===== config.mk =====
export PLATFORM = sky130hd
export DESIGN_NAME = rank_filter_flat
export DESIGN_NICKNAME = d
export VERILOG_FILES = /design/src/rtl/rank_filter_pkg.sv /design/src/rtl/rank_filter_if.sv /design/src/rtl/rank_scan_cell.sv /design/src/rtl/rank_filter.sv /design/src/flat_wrapper.sv
export SDC_FILE = /design/constraint.sdc
export NUM_CORES = 1
export LEC_CHECK = 0
export ABC_CLOCK_PERIOD_IN_PS = 5200
export BUFFER_PORTS_ARGS = -buffer_cell sky130_fd_sc_hd__buf_2
export CORE_MARGIN = 2
export CORE_UTILIZATION = 50
export CTS_BUF_LIST = sky130_fd_sc_hd__clkbuf_8
export CTS_CLUSTER_SIZE = 24
export DETAILED_ROUTE_END_ITERATION = 12
export GPL_TIMING_DRIVEN = 1
export PLACE_DENSITY_LB_ADDON = 0.05
export REMOVE_ABC_BUFFERS = 1
export SYNTH_ARGS = -nofsm -noshare
export SYNTH_HDL_FRONTEND = slang
export SYNTH_HIERARCHICAL = 1
export SYNTH_SLANG_ARGS = --single-unit

===== constraint.sdc =====
create_clock -name CLK -period 5.2 [get_ports CLK]
set_input_delay 0.52 -clock CLK [delete_from_list [all_inputs] [get_ports CLK]]
set_output_delay 0.52 -clock CLK [all_outputs]
set_load 0.1 [all_outputs]

===== src/rtl/rank_filter_pkg.sv =====
// Shared types and compare helper for the rank_filter order-statistic filter.
package rank_filter_pkg;

  typedef enum logic [1:0] {IDLE, LOAD, SCAN, DONE} state_t;

  localparam int MAX_W = 64;

  // Operands arrive already extended to MAX_W, so signed_mode only picks the compare flavour.
  function automatic logic rank_gt(input logic [MAX_W-1:0] a,
                                   input logic [MAX_W-1:0] b,
                                   input logic             signed_mode);
    if (signed_mode) rank_gt = ($signed(a) > $signed(b));
    else             rank_gt = (a > b);
  endfunction

endpackage


===== src/rtl/rank_filter_if.sv =====
// Sample/result bus of rank_filter. DSI/DI/RANK_I flow towards the filter;
// RDY, DO, DSO, ERR and the debug state flow back.
interface rank_filter_if #(
  parameter int DATA_SIZE = 8,
  parameter int N         = 9
);
  import rank_filter_pkg::*;

  // DSI is a strobe with no back-pressure: a sample is taken on any edge where DSI=1
  // and the filter is in IDLE or LOAD; RDY=1 means the next DSI opens a new frame.
  logic                  DSI;
  logic [DATA_SIZE-1:0]  DI;
  logic [$clog2(N)-1:0]  RANK_I;
  logic                  RDY;
  logic [DATA_SIZE-1:0]  DO;
  logic                  DSO;
  logic                  ERR;
  state_t                DBG_STATE;

  modport master (output DSI, DI, RANK_I, input RDY, DO, DSO, ERR, DBG_STATE);
  modport slave  (input DSI, DI, RANK_I, output RDY, DO, DSO, ERR, DBG_STATE);

endinterface


===== src/rtl/rank_scan_cell.sv =====
// Running-maximum tracker: sees one element per cycle and reports the largest valid
// element of the pass (lowest index on ties) together with the pass's last element.
module rank_scan_cell
  import rank_filter_pkg::*;
#(
  parameter int DATA_SIZE = 8,
  parameter int N         = 9,
  parameter int SIGNED    = 0,
  parameter int IW        = $clog2(N+1)
) (
  input  logic                 CLK,
  input  logic                 nRST,
  input  logic                 i_en,
  input  logic                 i_last,
  input  logic [DATA_SIZE-1:0] i_elem,
  input  logic                 i_valid,
  input  logic [IW-1:0]        i_pos,
  output logic [DATA_SIZE-1:0] o_cand,
  output logic [IW-1:0]        o_idx
);

  logic [DATA_SIZE-1:0] r_cand;
  logic [IW-1:0]        r_idx;
  logic                 r_have;
  logic                 w_take;

  function automatic logic [MAX_W-1:0] ext(input logic [DATA_SIZE-1:0] x);
    if (SIGNED != 0) ext = {{(MAX_W-DATA_SIZE){x[DATA_SIZE-1]}}, x};
    else             ext = {{(MAX_W-DATA_SIZE){1'b0}}, x};
  endfunction

  // Strict greater-than keeps the earliest index among equal values.
  assign w_take = i_valid && (!r_have || rank_gt(ext(i_elem), ext(r_cand), SIGNED != 0));
  assign o_cand = w_take ? i_elem : r_cand;
  assign o_idx  = w_take ? i_pos  : r_idx;

  always_ff @(posedge CLK) begin
    if (!nRST) begin
      r_cand <= '0;
      r_idx  <= '0;
      r_have <= 1'b0;
    end else if (i_en) begin
      if (i_last) begin
        r_have <= 1'b0;
      end else begin
        r_cand <= o_cand;
        r_idx  <= o_idx;
        r_have <= r_have | w_take;
      end
    end
  end

endmodule


===== src/rtl/rank_filter.sv =====
// Order-statistic filter: loads N samples, then removes the maximum N-1-r times
// and returns the next maximum, i.e. the sample of rank r (0 = min).
module rank_filter
  import rank_filter_pkg::*;
#(
  parameter int DATA_SIZE = 8,
  parameter int N         = 9,
  parameter int SIGNED    = 0
) (
  input  logic          CLK,
  input  logic          nRST,
  rank_filter_if.slave  bus
);

  localparam int CW = $clog2(N+1);
  localparam int PW = $clog2(N);

  state_t               r_state;
  state_t               w_state_nxt;
  logic [DATA_SIZE-1:0] r_mem [N];
  logic [N-1:0]         r_valid;
  logic [CW-1:0]        r_cnt;
  logic [CW-1:0]        r_i;
  logic [PW-1:0]        r_p;
  logic [PW-1:0]        r_rank;
  logic [DATA_SIZE-1:0] r_do;
  logic                 r_dso;
  logic                 r_err;

  logic [PW-1:0]        w_rank;
  logic                 w_last;
  logic                 w_final;
  logic                 w_load_end;
  logic [DATA_SIZE-1:0] w_cand;
  logic [CW-1:0]        w_idx;

  assign w_rank     = (bus.RANK_I > PW'(N-1)) ? PW'(N-1) : bus.RANK_I;
  assign w_last     = (r_i == CW'(N-1));
  assign w_final    = (r_p == (PW'(N-1) - r_rank));
  assign w_load_end = bus.DSI && (r_cnt == CW'(N-1));

  rank_scan_cell #(
    .DATA_SIZE (DATA_SIZE),
    .N         (N),
    .SIGNED    (SIGNED),
    .IW        (CW)
  ) u_cell (
    .CLK     (CLK),
    .nRST    (nRST),
    .i_en    (r_state == SCAN),
    .i_last  (w_last),
    .i_elem  (r_mem[r_i]),
    .i_valid (r_valid[r_i]),
    .i_pos   (r_i),
    .o_cand  (w_cand),
    .o_idx   (w_idx)
  );

  always_comb begin
    w_state_nxt = r_state;
    case (r_state)
      IDLE: if (bus.DSI) w_state_nxt = LOAD;
      LOAD: begin
        if (!bus.DSI)        w_state_nxt = IDLE;
        else if (w_load_end) w_state_nxt = SCAN;
      end
      SCAN: if (w_last && w_final) w_state_nxt = DONE;
      DONE: w_state_nxt = IDLE;
      default: w_state_nxt = IDLE;
    endcase
  end

  always_ff @(posedge CLK) begin
    if (!nRST) begin
      r_state <= IDLE;
      r_valid <= '0;
      r_cnt   <= '0;
      r_i     <= '0;
      r_p     <= '0;
      r_rank  <= '0;
      r_do    <= '0;
      r_dso   <= 1'b0;
      r_err   <= 1'b0;
    end else begin
      r_state <= w_state_nxt;
      r_dso   <= (r_state == DONE);
      r_err   <= (r_state == LOAD) && !bus.DSI;
      case (r_state)
        IDLE: begin
          if (bus.DSI) begin
            r_rank <= w_rank;
            r_cnt  <= CW'(1);
          end
        end
        LOAD: begin
          if (bus.DSI) r_cnt <= r_cnt + CW'(1);
          if (w_load_end) begin
            r_valid <= '1;
            r_i     <= '0;
            r_p     <= '0;
          end
        end
        SCAN: begin
          if (w_last) begin
            r_i            <= '0;
            r_valid[w_idx] <= 1'b0;
            if (w_final) r_do <= w_cand;
            else         r_p  <= r_p + PW'(1);
          end else begin
            r_i <= r_i + CW'(1);
          end
        end
        default: ;
      endcase
    end
  end

  // Sample storage needs no reset: the valid vector alone decides what is scanned.
  always_ff @(posedge CLK) begin
    if (bus.DSI) begin
      if (r_state == IDLE)      r_mem[0]     <= bus.DI;
      else if (r_state == LOAD) r_mem[r_cnt] <= bus.DI;
    end
  end

  assign bus.RDY       = (r_state == IDLE);
  assign bus.DO        = r_do;
  assign bus.DSO       = r_dso;
  assign bus.ERR       = r_err;
  assign bus.DBG_STATE = r_state;

endmodule


===== src/flat_wrapper.sv =====
// flat-port wrapper written by rule: the top's interface ports become plain ports
module rank_filter_flat import rank_filter_pkg::*;
#(
  parameter int DATA_SIZE = 8,
  parameter int N         = 9,
  parameter int SIGNED    = 0
)
  (CLK, nRST, bus_DSI, bus_DI, bus_RANK_I, bus_RDY, bus_DO, bus_DSO, bus_ERR, bus_DBG_STATE);
  rank_filter_if #(.DATA_SIZE(DATA_SIZE), .N(N)) bus_i ();
  input  logic CLK;
  input  logic nRST;
  input wire logic [$bits(bus_i.DSI)-1:0] bus_DSI;
  input wire logic [$bits(bus_i.DI)-1:0] bus_DI;
  input wire logic [$bits(bus_i.RANK_I)-1:0] bus_RANK_I;
  output wire logic [$bits(bus_i.RDY)-1:0] bus_RDY;
  output wire logic [$bits(bus_i.DO)-1:0] bus_DO;
  output wire logic [$bits(bus_i.DSO)-1:0] bus_DSO;
  output wire logic [$bits(bus_i.ERR)-1:0] bus_ERR;
  output wire logic [$bits(bus_i.DBG_STATE)-1:0] bus_DBG_STATE;
  assign bus_i.DSI = bus_DSI;
  assign bus_i.DI = bus_DI;
  assign bus_i.RANK_I = bus_RANK_I;
  assign bus_RDY = bus_i.RDY;
  assign bus_DO = bus_i.DO;
  assign bus_DSO = bus_i.DSO;
  assign bus_ERR = bus_i.ERR;
  assign bus_DBG_STATE = bus_i.DBG_STATE;
  rank_filter #(.DATA_SIZE(DATA_SIZE), .N(N), .SIGNED(SIGNED)) u_core (.CLK(CLK), .nRST(nRST), .bus(bus_i));
endmodule

==> results of run 1 <==
[layer usage]
metal  up-vias  track usage [%]  part of all wire, %
met5         -                0                    0
met4         0             7.67                  1.5
met3        12             5.21                  2.9
met2        55             29.1                   48
met1      1700             26.0                   48
li1       1724                -                    -
[path summary, 6_finish.rpt]
path,cells past startpoint,end
setup / recovery,13,u_core/r_valid[7]
hold / removal,2,u_core/bus.ERR
setup reg to reg,13,u_core/r_valid[7]
hold reg to reg,2,u_core/bus.DO[4]
[cell type report]
class / instances / area, um^2 / area share, %
repair buffers: 32 / 173 / 2.75
well taps: 140 / 175 / 2.79
clock inverters: 15 / 139 / 2.21
multi-input cells: 283 / 2240 / 35.7
clock buffers: 17 / 234 / 3.73
inverters: 20 / 75.1 / 1.20
flip-flops and latches: 126 / 3240 / 51.7
[critical path, delay by kind of cell (launching register included)]
family	cells	cell delay (ns)
AND/OR/NAND/NOR	2	0.31
multiplexers	3	1.01
buffers and inverters	1	0.31
AO/OA/AOI/OAI	6	1.31
flip-flops	1	0.70
adder cells (fa/ha/maj)	1	0.36
[power groups by stage]
stage	registers (mW)	logic, mW	clock network, mW
5_1_grt	1.07	0.0901	0.864
3_3_place_gp	1.09	0.0786	0
2_1_floorplan	1.09	0.0449	0
6_report	1.07	0.0798	0.800
4_1_cts	1.07	0.0806	0.822
3_5_place_dp	1.09	0.0804	0
[registers in the layout, summed over array words and instances, names as in the netlist, 4 cells and up, named ones only]
name and count:
u_core/r_rank 4, u_core/r_p 4, u_core/bus.DO 8, u_core/u_cell/r_idx 4
u_core/r_mem 72, u_core/r_i 4, u_core/r_valid 9, u_core/r_cnt 4
u_core/u_cell/r_cand 8
[stage by stage]
stage | utilization, % | std cells
after global routing | 57.2 | 633
final | 57.2 | 633
after global placement | 53.8 | 601
after CTS | 57.2 | 633
after floorplan | - | 429
after detailed placement | 53.8 | 601
[cell families after synthesis]
| group | count (synthesis) | synth area share (%) |
|---|---|---|
| multiplexers | 61 | 15.6 |
| adder cells (fa/ha/maj) | 14 | 3.08 |
| XOR/XNOR | 5 | 1.01 |
| AO/OA/AOI/OAI | 71 | 7.88 |
| AND/OR/NAND/NOR | 132 | 11.7 |
| flip-flops | 126 | 57.0 |
| buffers and inverters | 45 | 3.70 |
[synthesized netlist by cell type (2+ instances only)]
| cell | instances |
|---|---|
| nand2_1 | 63 |
| mux2i_1 | 31 |
| nor3_1 | 5 |
| nand2b_1 | 2 |
| a31oi_1 | 2 |
| a21oi_1 | 31 |
| buf_1 | 3 |
| xor2_1 | 3 |
| a211oi_1 | 2 |
| dfxtp_1 | 54 |
| o41ai_1 | 4 |
| nand3b_1 | 9 |
| nor2_1 | 19 |
| mux2_4 | 10 |
| mux2_2 | 2 |
| nor2b_1 | 3 |
| mux4_2 | 18 |
| ha_1 | 14 |
| buf_6 | 2 |
| edfxtp_1 | 72 |
| inv_1 | 20 |
| o21ai_0 | 20 |
| nand3_1 | 11 |
| buf_2 | 4 |
| clkbuf_1 | 13 |
| nand4_1 | 4 |
| o31ai_1 | 2 |
==> impl_summary.log, run 1 <==
[metrics] status: completed
[metrics] number of maximum-capacitance violations: 0
[metrics] fraction of layout instances using a drive strength above 1: ~22%
[metrics] Final Skew: 0.0114 ns
[metrics] worst setup margin: around 1.0 ns
[metrics] Peak supply drop: 307 uV
[metrics] top library cells by usage in the layout, fill and taps aside: edfxtp_1 (72), nand2_1 (63), dfxtp_1 (54), mux2i_1 (31), a21oi_1 (31)
[metrics] routed length per instance: 17.2 um
[metrics] final number of hold-violating endpoints: 0
[metrics] crit share post-route: between 70% and 80%
[metrics] worst slew margin relative to its limit: 30.9%
[metrics] worst hold start: bus_DSI
[metrics] number of buffers between clock root and the deepest sink: 2
[metrics] Avg Inst Size Synth: between 10 and 15 um^2
[metrics] deepest level of the CTS H-tree: 4
[metrics] leading cell type in the layout, fill and taps excluded: edfxtp_1
[metrics] number of synthesized flops with an enable pin: 72
[metrics] detailed-routing iteration count for the pre-antenna-repair pass: 4
[metrics] register area share after synthesis: 57.0%
[metrics] Critical Path, Cell by Cell: buf_4 > mux4_2 > mux2i_1 > o21ai_0 > ha_1 > nor2b_4 > o211ai_2 > a21boi_4 > o311ai_4 > mux2_4 > nand3b_1 > o41ai_1 > a21oi_1
[metrics] combinational group share of total power: 4.1%
[metrics] number of vias after detailed routing: around 3500
[metrics] number of warnings reported in the yosys synthesis log: 6
[metrics] Antenna Violating Nets Remaining: 0
[metrics] Non-Filler Cell Area, Final: 6280 um^2
[metrics] CP Data Required Time: 5.51 ns
[metrics] routability congestion estimate: 0.850
[metrics] setup slack after placement: 0.978 ns
[metrics] main flop type after synthesis: edfxtp_1
[metrics] Starting Density: 51.8%
[metrics] Layout Nets: 509
[metrics] unrepaired setup endpoints after global routing: no
[metrics] height of the die: 111 um
[metrics] clock latency reported for the late side of the worst-skew pair: 0.45 ns
[metrics] wire length reported by the detailed router: 10900 um
[metrics] clock buffers created by TritonCTS: 17
[metrics] cell-internal power: around 1.5 mW
[metrics] Core Region: 11000 um^2
[metrics] library cells used by synthesis: 58
[metrics] Clock Pin Slew Worst Setup and Hold Paths: around 0.08 ns
[metrics] share of power burned in the clock network: about two fifths
[metrics] final routed DRC violation total: 0
[metrics] wire length of the first global-routing pass: roughly 18000 um
[metrics] async set or reset register ratio after synthesis: 0%
[metrics] fill cell total of the finished layout: slightly above 900
[metrics] fraction of power consumed by sequential logic: 54.8%
[metrics] pin slew with the least headroom to its limit: 1.03 ns
[metrics] antenna violations before repair: 0
[metrics] Worst Setup End Kind: flop
[metrics] area of placed instances: 5900 um^2
[metrics] clock tree from TritonCTS: yes
[metrics] Netlist Area Pre-Place: 5690 um^2
[metrics] longest individual stage delay on the worst path: approximately 0.7 ns
[metrics] Final TNS setup: 0 ns
[metrics] classification of the worst setup path: reg -> reg
[metrics] vias in the first global route: 3411
[metrics] minimum setup slack among reg-to-reg paths: between 1 and 1.5 ns
[metrics] die footprint: 12200 um^2
[metrics] net switching fraction of the power: between 20 and 25%
[metrics] time the worst path needs with I/O delays and setup: 4.15 ns
[metrics] areal power density over the cells: 310 nW/um^2
[metrics] Die Span X: 111 um
[metrics] FP Rows: 38
[metrics] crit path launch type: flop
[metrics] CTS Root Buffer Type: clkbuf_8
[metrics] GRT Residual Overflow: 0
[metrics] total half-perimeter wirelength after legalization and detailed placement: 7180 um
[metrics] flop and latch count out of synthesis: roughly 130
[metrics] Ant. Diodes: 0
[metrics] Max Freq: 241 MHz
[metrics] Gates resized, CTS repair: 0
[metrics] number of ports placed on the die boundary: 28
[metrics] static leakage: 2.18 nW
[metrics] Mapped Cells: about 450
[metrics] arrival time reported for the critical path endpoint: 4.46 ns
[metrics] setup fix buffers added after clock tree synthesis: 0
[metrics] GR Util All Layers: 19.1%
[metrics] largest fanout of any net on the critical path: 9
[metrics] Hold WS: 0.266 ns
[metrics] layout-stage area growth over the synthesis result: 10.4%
[metrics] final max-slew violation count: 0
[metrics] cells taking the most area after synthesis: edfxtp_1 (38%), dfxtp_1 (19%), mux4_2 (7.1%)
[metrics] switching power: 0.476 mW
[metrics] initial drt markers: 240
[metrics] share of Yosys cell area claimed by the top area cell type: 38.0%
[metrics] Slowest-stage cell, CP: dfxtp_1
[metrics] via density per instance: 5.52
[metrics] final total power: slightly below 2 mW
[metrics] cell taking the most area after synthesis: edfxtp_1
[metrics] maximum number of pins on one net before global-route repair: 54
[metrics] Final setup violation count: 0
[metrics] clock sinks: 126
[metrics] number of port buffers: 27
[metrics] number of hold-repair buffers added at the cts stage: 0
[metrics] kind of path behind the tightest hold check: in -> reg
Power figures use the tool's default switching activity.
==> inputs of run 2 (changes only) <==
--- a/config.mk
+++ b/config.mk
@@ -5,7 +5,7 @@
 export SDC_FILE = /design/constraint.sdc
 export NUM_CORES = 1
 export LEC_CHECK = 0
-export ABC_CLOCK_PERIOD_IN_PS = 5200
+export ABC_CLOCK_PERIOD_IN_PS = 4000
 export BUFFER_PORTS_ARGS = -buffer_cell sky130_fd_sc_hd__buf_2
 export CORE_MARGIN = 2
 export CORE_UTILIZATION = 50
==> constraint.sdc (replaced) <==
create_clock -name CLK -period 4 [get_ports CLK]
set_input_delay 0.4 -clock CLK [delete_from_list [all_inputs] [get_ports CLK]]
set_output_delay 0.4 -clock CLK [all_outputs]
set_load 0.1 [all_outputs]
==> run 2 against run 1 <==
Net effect: non-clock buffer count is 1 higher; sequential share of layout area fell by 0.43 points; first-iteration DRC count down 15%; critical endpoint is now u_core/r_valid[5]; design area rose by 0.84%; combinational power increased by 32%; clock power is 39% higher; worst hold slack got worse by 0.10 ns; utilization is 0.48 points higher; global-route usage decreased by 0.17 points; wire length is 0.22% higher; register-to-register slack worse by 0.75 ns.
==> impl_summary.log, run 2 (synthesis results as in run 1) <==
[metrics] number of vias after detailed routing: 3530 (was 3491)
[metrics] top library cells by usage in the layout, fill and taps aside: edfxtp_1 (72), nand2_1 (63), dfxtp_1 (54), mux2i_1 (31), a21oi_1 (31) (unchanged)
[metrics] Critical Path, Cell by Cell: buf_12 > mux4_2 > mux2i_1 > o21ai_0 > ha_1 > a21oi_1 > a21boi_4 > o311ai_4 > mux2_4 > nor2_1 > nand2_1 > o41ai_1 > a21oi_1 (was buf_4 > mux4_2 > mux2i_1 > o21ai_0 > ha_1 > nor2b_4 > o211ai_2 > a21boi_4 > o311ai_4 > mux2_4 > nand3b_1 > o41ai_1 > a21oi_1)
[metrics] Slowest-stage cell, CP: mux4_2 (was dfxtp_1)
[metrics] Starting Density: 51.8% (unchanged)
[metrics] status: completed (unchanged)
[metrics] wire length of the first global-routing pass: 17800 um (was 17900 um)
[metrics] CP Data Required Time: 4.29 ns (was 5.51 ns)
[metrics] final total power: 2.60 mW (was 1.94 mW)
[metrics] Gates resized, CTS repair: 0 (unchanged)
[metrics] number of maximum-capacitance violations: 0 (unchanged)
[metrics] clock latency reported for the late side of the worst-skew pair: 0.44 ns (was 0.45 ns)
[metrics] final max-slew violation count: 0 (unchanged)
[metrics] areal power density over the cells: 411 nW/um^2 (was 310 nW/um^2)
[metrics] largest fanout of any net on the critical path: 16 (was 9)
[metrics] Final setup violation count: 0 (unchanged)
[metrics] classification of the worst setup path: reg -> reg (unchanged)
[metrics] routed length per instance: 17.2 um (about the same)
[metrics] registers with the most flip-flops: u_core/r_mem x72, u_core/r_valid x9 (unchanged)
[metrics] end point of the most critical hold path: u_core/bus.ERR (unchanged)
[metrics] leading cell type in the layout, fill and taps excluded: edfxtp_1 (unchanged)
[metrics] FP Rows: 38 (unchanged)
[metrics] worst hold start: bus_DSI (unchanged)
[metrics] worst slew margin relative to its limit: 30.7% (was 30.9%)
[metrics] GRT Residual Overflow: 0 (unchanged)
[metrics] clock sinks: 126 (unchanged)
[metrics] longest individual stage delay on the worst path: 0.51 ns (was 0.70 ns)
[metrics] r2r endpoint: u_core/r_valid[5] (was u_core/r_valid[7])
[metrics] Final Skew: 0.00899 ns (was 0.0114 ns)
[metrics] Max Freq: 270 MHz (was 241 MHz)
[metrics] clock buffers created by TritonCTS: 17 (unchanged)
[metrics] count of cells along the worst register-to-register path: 13 (unchanged)
[metrics] final number of hold-violating endpoints: 0 (unchanged)
[metrics] crit share post-route: 92.6% (was 79.9%)
[metrics] via density per instance: 5.57 (was 5.52)
[metrics] Hold WS: 0.162 ns (was 0.266 ns)
[metrics] fill cell total of the finished layout: 931 (was 909)
[metrics] Worst Setup End Kind: flop (unchanged)
[metrics] maximum number of pins on one net before global-route repair: 53 (was 54)
[metrics] initial drt markers: 203 (was 240)
[metrics] top register by number of flip-flops: u_core/r_mem (unchanged)
[metrics] Clock Pin Slew Worst Setup and Hold Paths: 0.08 ns (about the same)
[metrics] clock tree from TritonCTS: yes (unchanged)
[metrics] setup fix buffers added after clock tree synthesis: 0 (unchanged)
[metrics] Peak supply drop: 308 uV (was 307 uV)
[metrics] unrepaired setup endpoints after global routing: no (unchanged)
[metrics] static leakage: 2.19 nW (was 2.18 nW)
[metrics] antenna violations before repair: 0 (unchanged)
[metrics] number of hold-repair buffers added at the cts stage: 0 (unchanged)
[metrics] height of the die: 111 um (unchanged)
[metrics] worst setup margin: 0.294 ns (was 1.05 ns)
[metrics] Antenna Violating Nets Remaining: 0 (unchanged)
[metrics] arrival time reported for the critical path endpoint: 3.99 ns (was 4.46 ns)
[metrics] number of port buffers: 27 (unchanged)
[metrics] crit path launch type: flop (unchanged)
[metrics] Final TNS setup: 0 ns (unchanged)
[metrics] pin slew with the least headroom to its limit: 1.04 ns (was 1.03 ns)
[metrics] kind of path behind the tightest hold check: in -> reg (unchanged)
[metrics] die footprint: 12200 um^2 (unchanged)
[metrics] cell repeated most along the worst path: a21oi_1
[metrics] layout-stage area growth over the synthesis result: 11.3% (was 10.4%)
[metrics] Layout Nets: 510 (was 509)
[metrics] hold-critical path depth: 2 (unchanged)
[metrics] time the worst path needs with I/O delays and setup: 3.71 ns (was 4.15 ns)
[metrics] setup slack after placement: 0.214 ns (was 0.978 ns)
[metrics] Core Region: 11000 um^2 (unchanged)
[metrics] final routed DRC violation total: 0 (unchanged)
[metrics] count of buffer and inverter cells on the critical path: 1 (unchanged)
[metrics] vias in the first global route: 3463 (was 3411)
[metrics] number of cells in the finished layout apart from fillers: 634 (was 633)
[metrics] number of ports placed on the die boundary: 28 (unchanged)
[metrics] routability congestion estimate: 0.862 (was 0.850)
[metrics] Ant. Diodes: 0 (unchanged)
[metrics] GR Util All Layers: 18.9% (was 19.1%)
[metrics] deepest level of the CTS H-tree: 4 (unchanged)
[metrics] flip-flop count of the largest register, all copies and words added: 72 (unchanged)
[metrics] minimum setup slack among reg-to-reg paths: 0.29 ns (was 1.05 ns)
[metrics] CTS Root Buffer Type: clkbuf_8 (unchanged)
[metrics] number of buffers between clock root and the deepest sink: 2 (unchanged)
[metrics] largest delay contributor family on the critical path: compound AO/OA/AOI/OAI gates (unchanged)
[metrics] placed cells: 602 (was 601)
[metrics] wire length reported by the detailed router: 10900 um (about the same)
[metrics] total half-perimeter wirelength after legalization and detailed placement: 7120 um (was 7180 um)
[metrics] detailed-routing iteration count for the pre-antenna-repair pass: 4 (unchanged)
[metrics] Die Span X: 111 um (unchanged)
[metrics] fraction of layout instances using a drive strength above 1: 22.1% (was 21.5%)
==> run 2: layer usage <==
layer	share of wire [%]	GRT usage, %	vias up
met5	0	0	-
met4	1.3	6.83	0
met3	3.1	5.49	13
met2	46	29.2	61
met1	49	25.5	1733
li1	-	-	1723
==> run 2: area by class of cell <==
class	instances	area [um^2]	share of cell area [%]
flip-flops and latches	126	3240	51.2
repair buffers	33	193	3.04
inverters	20	75.1	1.19
multi-input cells	283	2240	35.4
clock inverters	14	158	2.49
clock buffers	18	248	3.91
well taps	140	175	2.77
==> run 2: metrics by stage <==
stage	utilization, %	cell area (um^2)
final	57.6	6330
after global routing	57.6	6330
after CTS	57.6	6330
after detailed placement	53.9	5920
after global placement	53.9	5920
after floorplan	-	5550
==> run 2: worst max path at each step <==
stage                     start           endpoint  slack (ns)  cells past startpoint
after global routing       flop  u_core/r_valid[5]        0.02                     13
after CTS                  flop  u_core/r_valid[5]        0.23                     13
after detailed placement   flop  u_core/r_valid[5]        0.21                     13
after global placement     flop  u_core/r_valid[7]        0.31                     12
after floorplan            flop  u_core/r_valid[7]       -0.12                     12
final                      flop  u_core/r_valid[5]        0.29                     13
==> run 2: power by group <==
group	switching (mW)	total (mW)	internal [mW]
Sequential	0.00826	1.39	1.38
Combinational	0.0720	0.105	0.0332
Clock	0.534	1.11	0.579
